<file path="src/rtl/stego_pkg.sv">
// stego_pkg: shared widths and FSM encoding for the stego frame pipeline
package stego_pkg;
  localparam int BPS_DEF = 16;
  localparam int FRAME_SIZE_DEF = 8;
  typedef enum logic [1:0] {
    S_FILL     = 2'b00,
    S_WAIT_MSG = 2'b01,
    S_ISSUE    = 2'b10,
    S_BUSY     = 2'b11
  } state_t;
  function automatic int frame_w(input int frame_size, input int bps);
    return frame_size * bps;
  endfunction
endpackage

</file>
<file path="src/rtl/frame_assembler.sv">
// frame_assembler: packs FRAME_SIZE samples plus one message chunk into a frame for the LSB embedder
module frame_assembler
  import stego_pkg::*;
#(
  parameter int BPS        = BPS_DEF,
  parameter int FRAME_SIZE = FRAME_SIZE_DEF
) (
  input  logic                              in_clk,
  input  logic                              in_rst_n,
  input  logic [BPS-1:0]                    in_sample,
  input  logic                              in_sample_valid,
  output logic                              out_sample_ready,
  input  logic [FRAME_SIZE-1:0]             in_message,
  input  logic                              in_message_valid,
  output logic                              out_message_ready,
  output logic [frame_w(FRAME_SIZE,BPS)-1:0] out_frame,
  output logic [FRAME_SIZE-1:0]             out_message,
  output logic                              out_enable,
  input  logic                              in_done,
  output logic [15:0]                       out_frame_cnt
);
  localparam int CW = $clog2(FRAME_SIZE);
  localparam logic [CW-1:0] LAST = CW'(FRAME_SIZE - 1);
  state_t state, state_n;
  logic [CW-1:0] cnt;
  logic msg_full, msg_full_n, s_acc, m_acc;
  assign s_acc = in_sample_valid & out_sample_ready;
  assign m_acc = in_message_valid & out_message_ready;
  always_comb begin
    state_n = state;
    msg_full_n = msg_full | m_acc;
    case (state)
      S_FILL:     state_n = (s_acc && cnt == LAST) ? (msg_full_n ? S_ISSUE : S_WAIT_MSG) : S_FILL;
      S_WAIT_MSG: state_n = m_acc ? S_ISSUE : S_WAIT_MSG;
      S_ISSUE:    state_n = S_BUSY;
      S_BUSY: begin
        state_n = in_done ? S_FILL : S_BUSY;
        msg_full_n = msg_full & ~in_done;
      end
    endcase
  end
  // ready/enable are registered from the next state so they track the FSM without a bubble
  always_ff @(posedge in_clk or negedge in_rst_n)
    if (!in_rst_n) begin
      state <= S_FILL;
      cnt <= '0;
      msg_full <= 1'b0;
      out_frame <= '0;
      out_message <= '0;
      out_frame_cnt <= '0;
      out_sample_ready <= 1'b0;
      out_message_ready <= 1'b0;
      out_enable <= 1'b0;
    end else begin
      state <= state_n;
      msg_full <= msg_full_n;
      out_sample_ready <= state_n == S_FILL;
      out_message_ready <= !msg_full_n && (state_n == S_FILL || state_n == S_WAIT_MSG);
      out_enable <= state_n == S_ISSUE;
      if (s_acc) begin
        out_frame[cnt*BPS +: BPS] <= in_sample;
        cnt <= (cnt == LAST) ? '0 : cnt + 1'b1;
      end
      if (m_acc) out_message <= in_message;
      if (state == S_BUSY && in_done) out_frame_cnt <= out_frame_cnt + 16'd1;
    end
endmodule

</file>
<file path="config.mk">
export PLATFORM = sky130hd
export DESIGN_NAME = frame_assembler
export DESIGN_NICKNAME = d
export VERILOG_FILES = /design/src/rtl/stego_pkg.sv /design/src/rtl/frame_assembler.sv
export SDC_FILE = /design/constraint.sdc
export NUM_CORES = 1
export LEC_CHECK = 0
export CAP_MARGIN = 25
export CORE_MARGIN = 10
export CORE_UTILIZATION = 44
export CTS_CLUSTER_DIAMETER = 200
export DETAILED_ROUTE_END_ITERATION = 8
export GPL_ROUTABILITY_DRIVEN = 0
export GPL_TIMING_DRIVEN = 0
export PLACE_DENSITY = 0.81
export SLEW_MARGIN = 10
export SYNTH_ARGS = -nofsm -noshare
export SYNTH_HDL_FRONTEND = slang
export SYNTH_SLANG_ARGS = --single-unit
</file>
<file path="constraint.sdc">
create_clock -name in_clk -period 2.43 [get_ports in_clk]
set_input_delay 0.486 -clock in_clk [delete_from_list [all_inputs] [get_ports in_clk]]
set_output_delay 0.486 -clock in_clk [all_outputs]
set_load 0.02 [all_outputs]
</file>
==> impl_metrics.yaml, run 1 <==
floorplanning:
  die_w_um: 143.9
  io_pins: 184
  die_area_um2: 20720
  initial_core_util: 0.4462
  coreArea_um2: 15150
  fp-row-count: 45
  die_h_um: 143.9
pwr:
  peakVddDrop_mv: 0.7645
  powerDensity_nw_per_um2: 1334
  p_leak_nw: 4.227
synth:
  synth.area.top_cells: "dfrtp_1, nand2_1, o21ai_0, nand3_1, inv_1"
  synth_edf_count: 0
  synth_top_area_cell: "dfrtp_1"
  post_synth.cell_area_avg_um2: 9.938
  synthCells: 680
  synth_common_cells: "dfrtp_1, nand2_1, o21ai_0"
  ys.flop_type: "dfrtp_1"
  syn_nets: 717
  synth-async-reset-ratio: 1.000
  yosysWarningCount: 0
  ys_ff_latch: 161
  synth.distinct_cells: 41
  synth_top_area_frac: 0.5962
  synth_most_common_cell: "dfrtp_1"
  syn-cell-area_um2: 6758
  seq_area_frac_synth: 0.5962
cells_and_area:
  area_growth_syn_to_layout_pct: 37.96
  finish.utilization: 0.6155
  drive_gt1_frac: 0.1032
  final_cells: 1070
  fill_cells: 1268
  nNetsFinal: 906
  num_antenna_cells: 0
sta:
  period_share: 0.9603
  skew_ns: 0.008142
  max_freq_mhz: 428.5
  final_max_slew_viol_count: 0
  setup_viol: 0
  finalHoldViolations: 0
  period_needed_ns: 2.334
  relSlewSlack: 0.5163
  rsz0062_at_grt: "true"
  worst_slew_pin_slew_ns: 0.7255
route:
  wl_um: 20660
  route.detailed.drc: 0
  firstDrtPassIters: 5
  ant_nets: 0
  drtIter0Drc: 448
  vias: 5594
  vias_per_cell: 5.228
  wl_per_cell_um: 19.31
global_routing:
  grt_pass1_wl_um: 31470
  grt_overflow: 0
  grt_pass1_vias: 5486
  antenna_found_initial: 0
  grt_max_degree: 115
  grt_usage: 0.2002
setup_path:
  crit_required_ns: 2.74
  cpLargestDelayFamily: "buffers and inverters"
  critPathMaxStageDelay_ns: 0.39
  crit_path_end: "out_frame[7]"
  cp_max_fo: 10
  r2r_cells: 9
  cp_common_cell: "buf_6"
  worst_path_max_delay_cell: "dfrtp_1"
  crit_arrival_ns: 2.64
  r2r-start: "cnt[0]"
  critical_path_depth: 9
  path_class: "reg -> reg"
  reg2reg_slack_ns: 0.1
  crit_path_start_kind: "flop"
  worstSetupStartpoint: "cnt[0]"
  cp-end-kind: "flop"
  cp_cell_sequence: "buf_6 > inv_2 > ha_1 > ha_4 > nand4b_1 > or3_1 > buf_6 > buf_12 > mux2_4"
  reg2reg_to: "out_frame[7]"
  worst-path-buf-inv: 4
placed_design:
  io_buffers: 167
  dp_cells: 1036
  dp_hpwl_um: 14530
clock_network:
  clkLatencyLatePin_ns: 0.43
  cts.sink_count: 161
  cts_made_buffers: 17
  clock-root-buffer: "clkbuf_16"
  cts_tree: "built"
  htreeDepth: 4
  clk_pin_slew_ns: 0.06
  clk_path_buf_depth: 2
status:
  outcome: "complete, no violations"
job:
  drv_cap: 0
worst_hold_path:
  hp-class: "reg -> reg"
==> power breakdown <==
group | switching [mW] | internal, mW
Combinational | 3.21 | 2.45
Sequential | 0.614 | 3.66
Clock | 1.11 | 1.39
Total | 4.93 | 7.51
==> registers in the layout, summed over array words and instances (netlist names) <==
signal	cells
msg_full	1
out_sample_ready	1
out_message	8
out_frame_cnt	16
cnt	3
out_message_ready	1
out_enable	1
out_frame	128
state	2
==> per-layer routing <==
layer / part of all wire / wire length (um) / global-route usage / vias up
met1: 0.42 / 8614 / 0.2516 / 2731
met2: 0.47 / 9762 / 0.3187 / 230
met5: 0 / 0 / 0 / -
li1: - / - / - / 2604
met4: 0.019 / 384 / 0.06717 / 0
met3: 0.092 / 1902 / 0.06403 / 29
==> tightest hold or removal path, stage by stage (launching register included) <==
cell,delay (ns)
dfrtp_1,0.34
nand2_1,0.05
nand2_1,0.05
==> cells in the final DEF, fill, tap and decap left out, types with 5 or more instances in the layout <==
master / count
dfrtp_1: 161
clkdlybuf4s50_1: 166
nor2_1: 5
inv_1: 51
nand2_1: 143
clkbuf_1: 34
buf_2: 11
mux2_4: 10
mux2_2: 14
nand3_1: 73
ha_1: 7
clkbuf_16: 17
clkbuf_2: 7
xnor2_1: 11
o21ai_0: 104
==> cell type report <==
cell class                      count  area (um2)  area share
Buffer                             56       264.0     0.02832
Clock buffer                       21       470.5     0.05046
Clock inverter                     11       78.83    0.008455
Inverter                           52       195.2     0.02094
Multi-Input combinational cell    410        2321      0.2490
Sequential cell                   161        4029      0.4322
Tap cell                          188       235.2     0.02523
Timing Repair Buffer              171        1729      0.1855
==> how the worst min path moves through the flow <==
stage                              from       endpoint  slack [ns]  depth (start not counted)
after detailed placement       in_rst_n  out_frame[67]        0.42                          1
after global routing      out_frame[70]  out_frame[70]        0.49                          2
after global placement    out_frame[75]  out_frame[75]        0.45                          2
final                     out_frame[76]  out_frame[76]        0.46                          2
after floorplan                in_rst_n         cnt[0]        0.19                          0
after CTS                 out_frame[70]  out_frame[70]        0.47                          2
==> through the flow <==
stage / TNS, ns / power [mW] / hold slack [ns] / cell area [um2] / setup WS, ns
2_1_floorplan: 0 / 7.070 / 0.1904 / 6758 / 0.1671
3_3_place_gp: -928.51 / 9.686 / 0.4511 / 8665 / -5.767
6_report: 0 / 12.44 / 0.4636 / 9323 / 0.09647
5_1_grt: -0.008577 / 13.14 / 0.4927 / 9323 / -0.005936
4_1_cts: 0 / 12.45 / 0.4697 / 9293 / 0.04268
3_5_place_dp: -2.327 / 9.821 / 0.4155 / 8697 / -0.2365
==> kinds of logic after synthesis <==
logic type      after synthesis  synth area share
fa+ha+maj                     8           0.01481
mux                          24           0.04555
xor+xnor                     15           0.01944
simple gates                252            0.1722
buf+inv                     109           0.06721
flops                       161            0.5962
compound gates              111           0.08462
==> timing repair <==
item / in CTS / in global routing
pin swaps: 2 / 1
endpoints found under the setup margin: 33 / 49
hold buffers: 1 / 0
resized for setup: 8 / 13
endpoints found under the hold margin: 47 / 0
setup buffers: 1 / 1
Power figures use the tool's default switching activity.
==> run 2: changes to the inputs <==
GPL_TIMING_DRIVEN = 1   (was 0)
TNS_END_PERCENT = 50   (was unset)
==> impl_metrics.yaml, run 2 (synthesized netlist as in run 1, its figures left out) <==
global_routing:
  grt_overflow: 0
  grt_max_degree: 56
  grt_pass1_wl_um: 31350
  grt_usage: 0.1997
  grtUsageMet1: 0.2396
  use_met2: 0.3299
  antenna_found_initial: 0
  grt_pass1_vias: 5424
  grt-busiest-layer: "met2"
  use_met3: 0.06304
setup_path:
  cp_cell_sequence: "inv_1 > ha_1 > ha_1 > nand4b_1 > or3_1 > buf_4 > mux2_4"
  cp-end-kind: "flop"
  worstSetupStartpoint: "cnt[1]"
  r2r-start: "cnt[1]"
  crit_arrival_ns: 2.60
  crit_path_end: "out_frame[6]"
  crit_required_ns: 2.74
  worst_path_max_delay_cell: "dfrtp_1"
  reg2reg_slack_ns: 0.14
  cp_common_cell: "ha_1"
  cp_max_fo: 10
  reg2reg_to: "out_frame[6]"
  critPathMaxStageDelay_ns: 0.42
  path_class: "reg -> reg"
  crit_path_start_kind: "flop"
  r2r_cells: 7
cells_and_area:
  largest_register_ffs: 128
  drive_gt1_frac: 0.09779
  final_common_cell: "clkdlybuf4s50_1"
  final_cell_mix: "clkdlybuf4s50_1, dfrtp_1, nand2_1, o21ai_0, nand3_1"
  fill_cells: 1211
  nNetsFinal: 883
  top_register: "out_frame"
  reg_top3: "out_frame (128), out_frame_cnt (16), out_message (8)"
  area_growth_syn_to_layout_pct: 39.18
  fin_area_um2: 9405
  num_antenna_cells: 0
route:
  drtIter0Drc: 378
  firstDrtPassIters: 6
  wl_um: 20690
  vias_per_cell: 5.181
  vias: 5425
  wl_per_cell_um: 19.76
  route.detailed.drc: 0
  ant_nets: 0
clock_network:
  cts_tree: "built"
  clock-root-buffer: "clkbuf_16"
  postCtsHoldBufs: 0
  cts_resized: 0
  clk_pin_slew_ns: 0.07
  clkLatencyLatePin_ns: 0.42
  cts_made_buffers: 17
  post_cts_buffers: 0
  htreeDepth: 4
  cts.sink_count: 161
  clk_path_buf_depth: 2
pwr:
  p_leak_nw: 4.252
  powerDensity_nw_per_um2: 1348
  peakVddDrop_mv: 0.9962
sta:
  period_share: 0.9428
  fin_ws_ns: 0.1389
  max_freq_mhz: 436.5
  skew_ns: 0.006956
  finalHoldViolations: 0
  worst_slew_pin_slew_ns: 0.6529
  final_max_slew_viol_count: 0
  setup_viol: 0
  period_needed_ns: 2.291
  relSlewSlack: 0.5614
  finalSetupTns_ns: 0
  rsz0062_at_grt: "false"
floorplanning:
  coreArea_um2: 15150
  initial_core_util: 0.4462
  die_area_um2: 20720
  die_w_um: 143.9
  fp-row-count: 45
  die_h_um: 143.9
  io_pins: 184
status:
  outcome: "complete, no violations"
job:
  drv_cap: 0
placed_design:
  dp_hpwl_um: 14520
  post-place-ws_ns: 0.1645
  io_buffers: 183
  place_area_um2: 8795
worst_hold_path:
  hp-class: "in -> async"
run 2: changes by cell type in the layout (fill, tap and decap cells not counted), sizes merged:
cell,delta
buf,+2
bufinv,+3
clkbuf,-43
clkdlybuf4s50,+16
clkinvlp,-1
dlygate4sd3,-1
inv,+1
run 2: how the worst min path moves through the flow:
stage,to,slack [ns],startpoint,cells past startpoint
2_1_floorplan,cnt[0],0.19,in_rst_n,0
3_3_place_gp,out_frame[73],0.45,out_frame[73],2
3_5_place_dp,out_frame[52],0.46,in_rst_n,1
4_1_cts,out_frame[52],0.009,in_rst_n,1
5_1_grt,out_frame[55],0.03,in_rst_n,1
6_report,out_frame[52],0.004,in_rst_n,1
run 2: power breakdown:
part           switching (mW)  internal [mW]  total [mW]
sequential              0.670           3.67        4.34
clock                    1.13           1.64        2.76
combinational            3.13           2.45        5.58
run 2: through the flow:
step | instances | total power [mW] | hold WS [ns] | utilization
6_report | 1047 | 12.68 | 0.004011 | 0.6210
5_1_grt | 1047 | 13.36 | 0.03130 | 0.6210
3_5_place_dp | 1015 | 9.948 | 0.4565 | 0.5807
3_3_place_gp | 1015 | 9.786 | 0.4516 | 0.5807
2_1_floorplan | 680 | 7.070 | 0.1904 | -
4_1_cts | 1047 | 12.78 | 0.009005 | 0.6210
run 2: layout make-up:
| cell class | count | area (um2) | area share |
|---|---|---|---|
| clock inverters | 14 | 181.4 | 0.01929 |
| multi-input cells | 410 | 2282 | 0.2427 |
| inverters | 52 | 195.2 | 0.02075 |
| repair buffers | 204 | 2053 | 0.2183 |
| flip-flops and latches | 161 | 4029 | 0.4284 |
| clock buffers | 18 | 429.2 | 0.04563 |
| well taps | 188 | 235.2 | 0.02501 |
run 2: worst max-delay path: cells and delay by family (launching register included):
family        cells  cell delay (ns)
buf+inv           2             0.33
mux               1             0.31
flops             1             0.42
fa+ha+maj         2             0.58
simple gates      2             0.53
run 2: per-layer routing:
metal	part of all wire	vias to the layer above
met5	0	-
met1	0.40	2631
li1	-	2544
met3	0.090	34
met2	0.49	216
met4	0.020	0
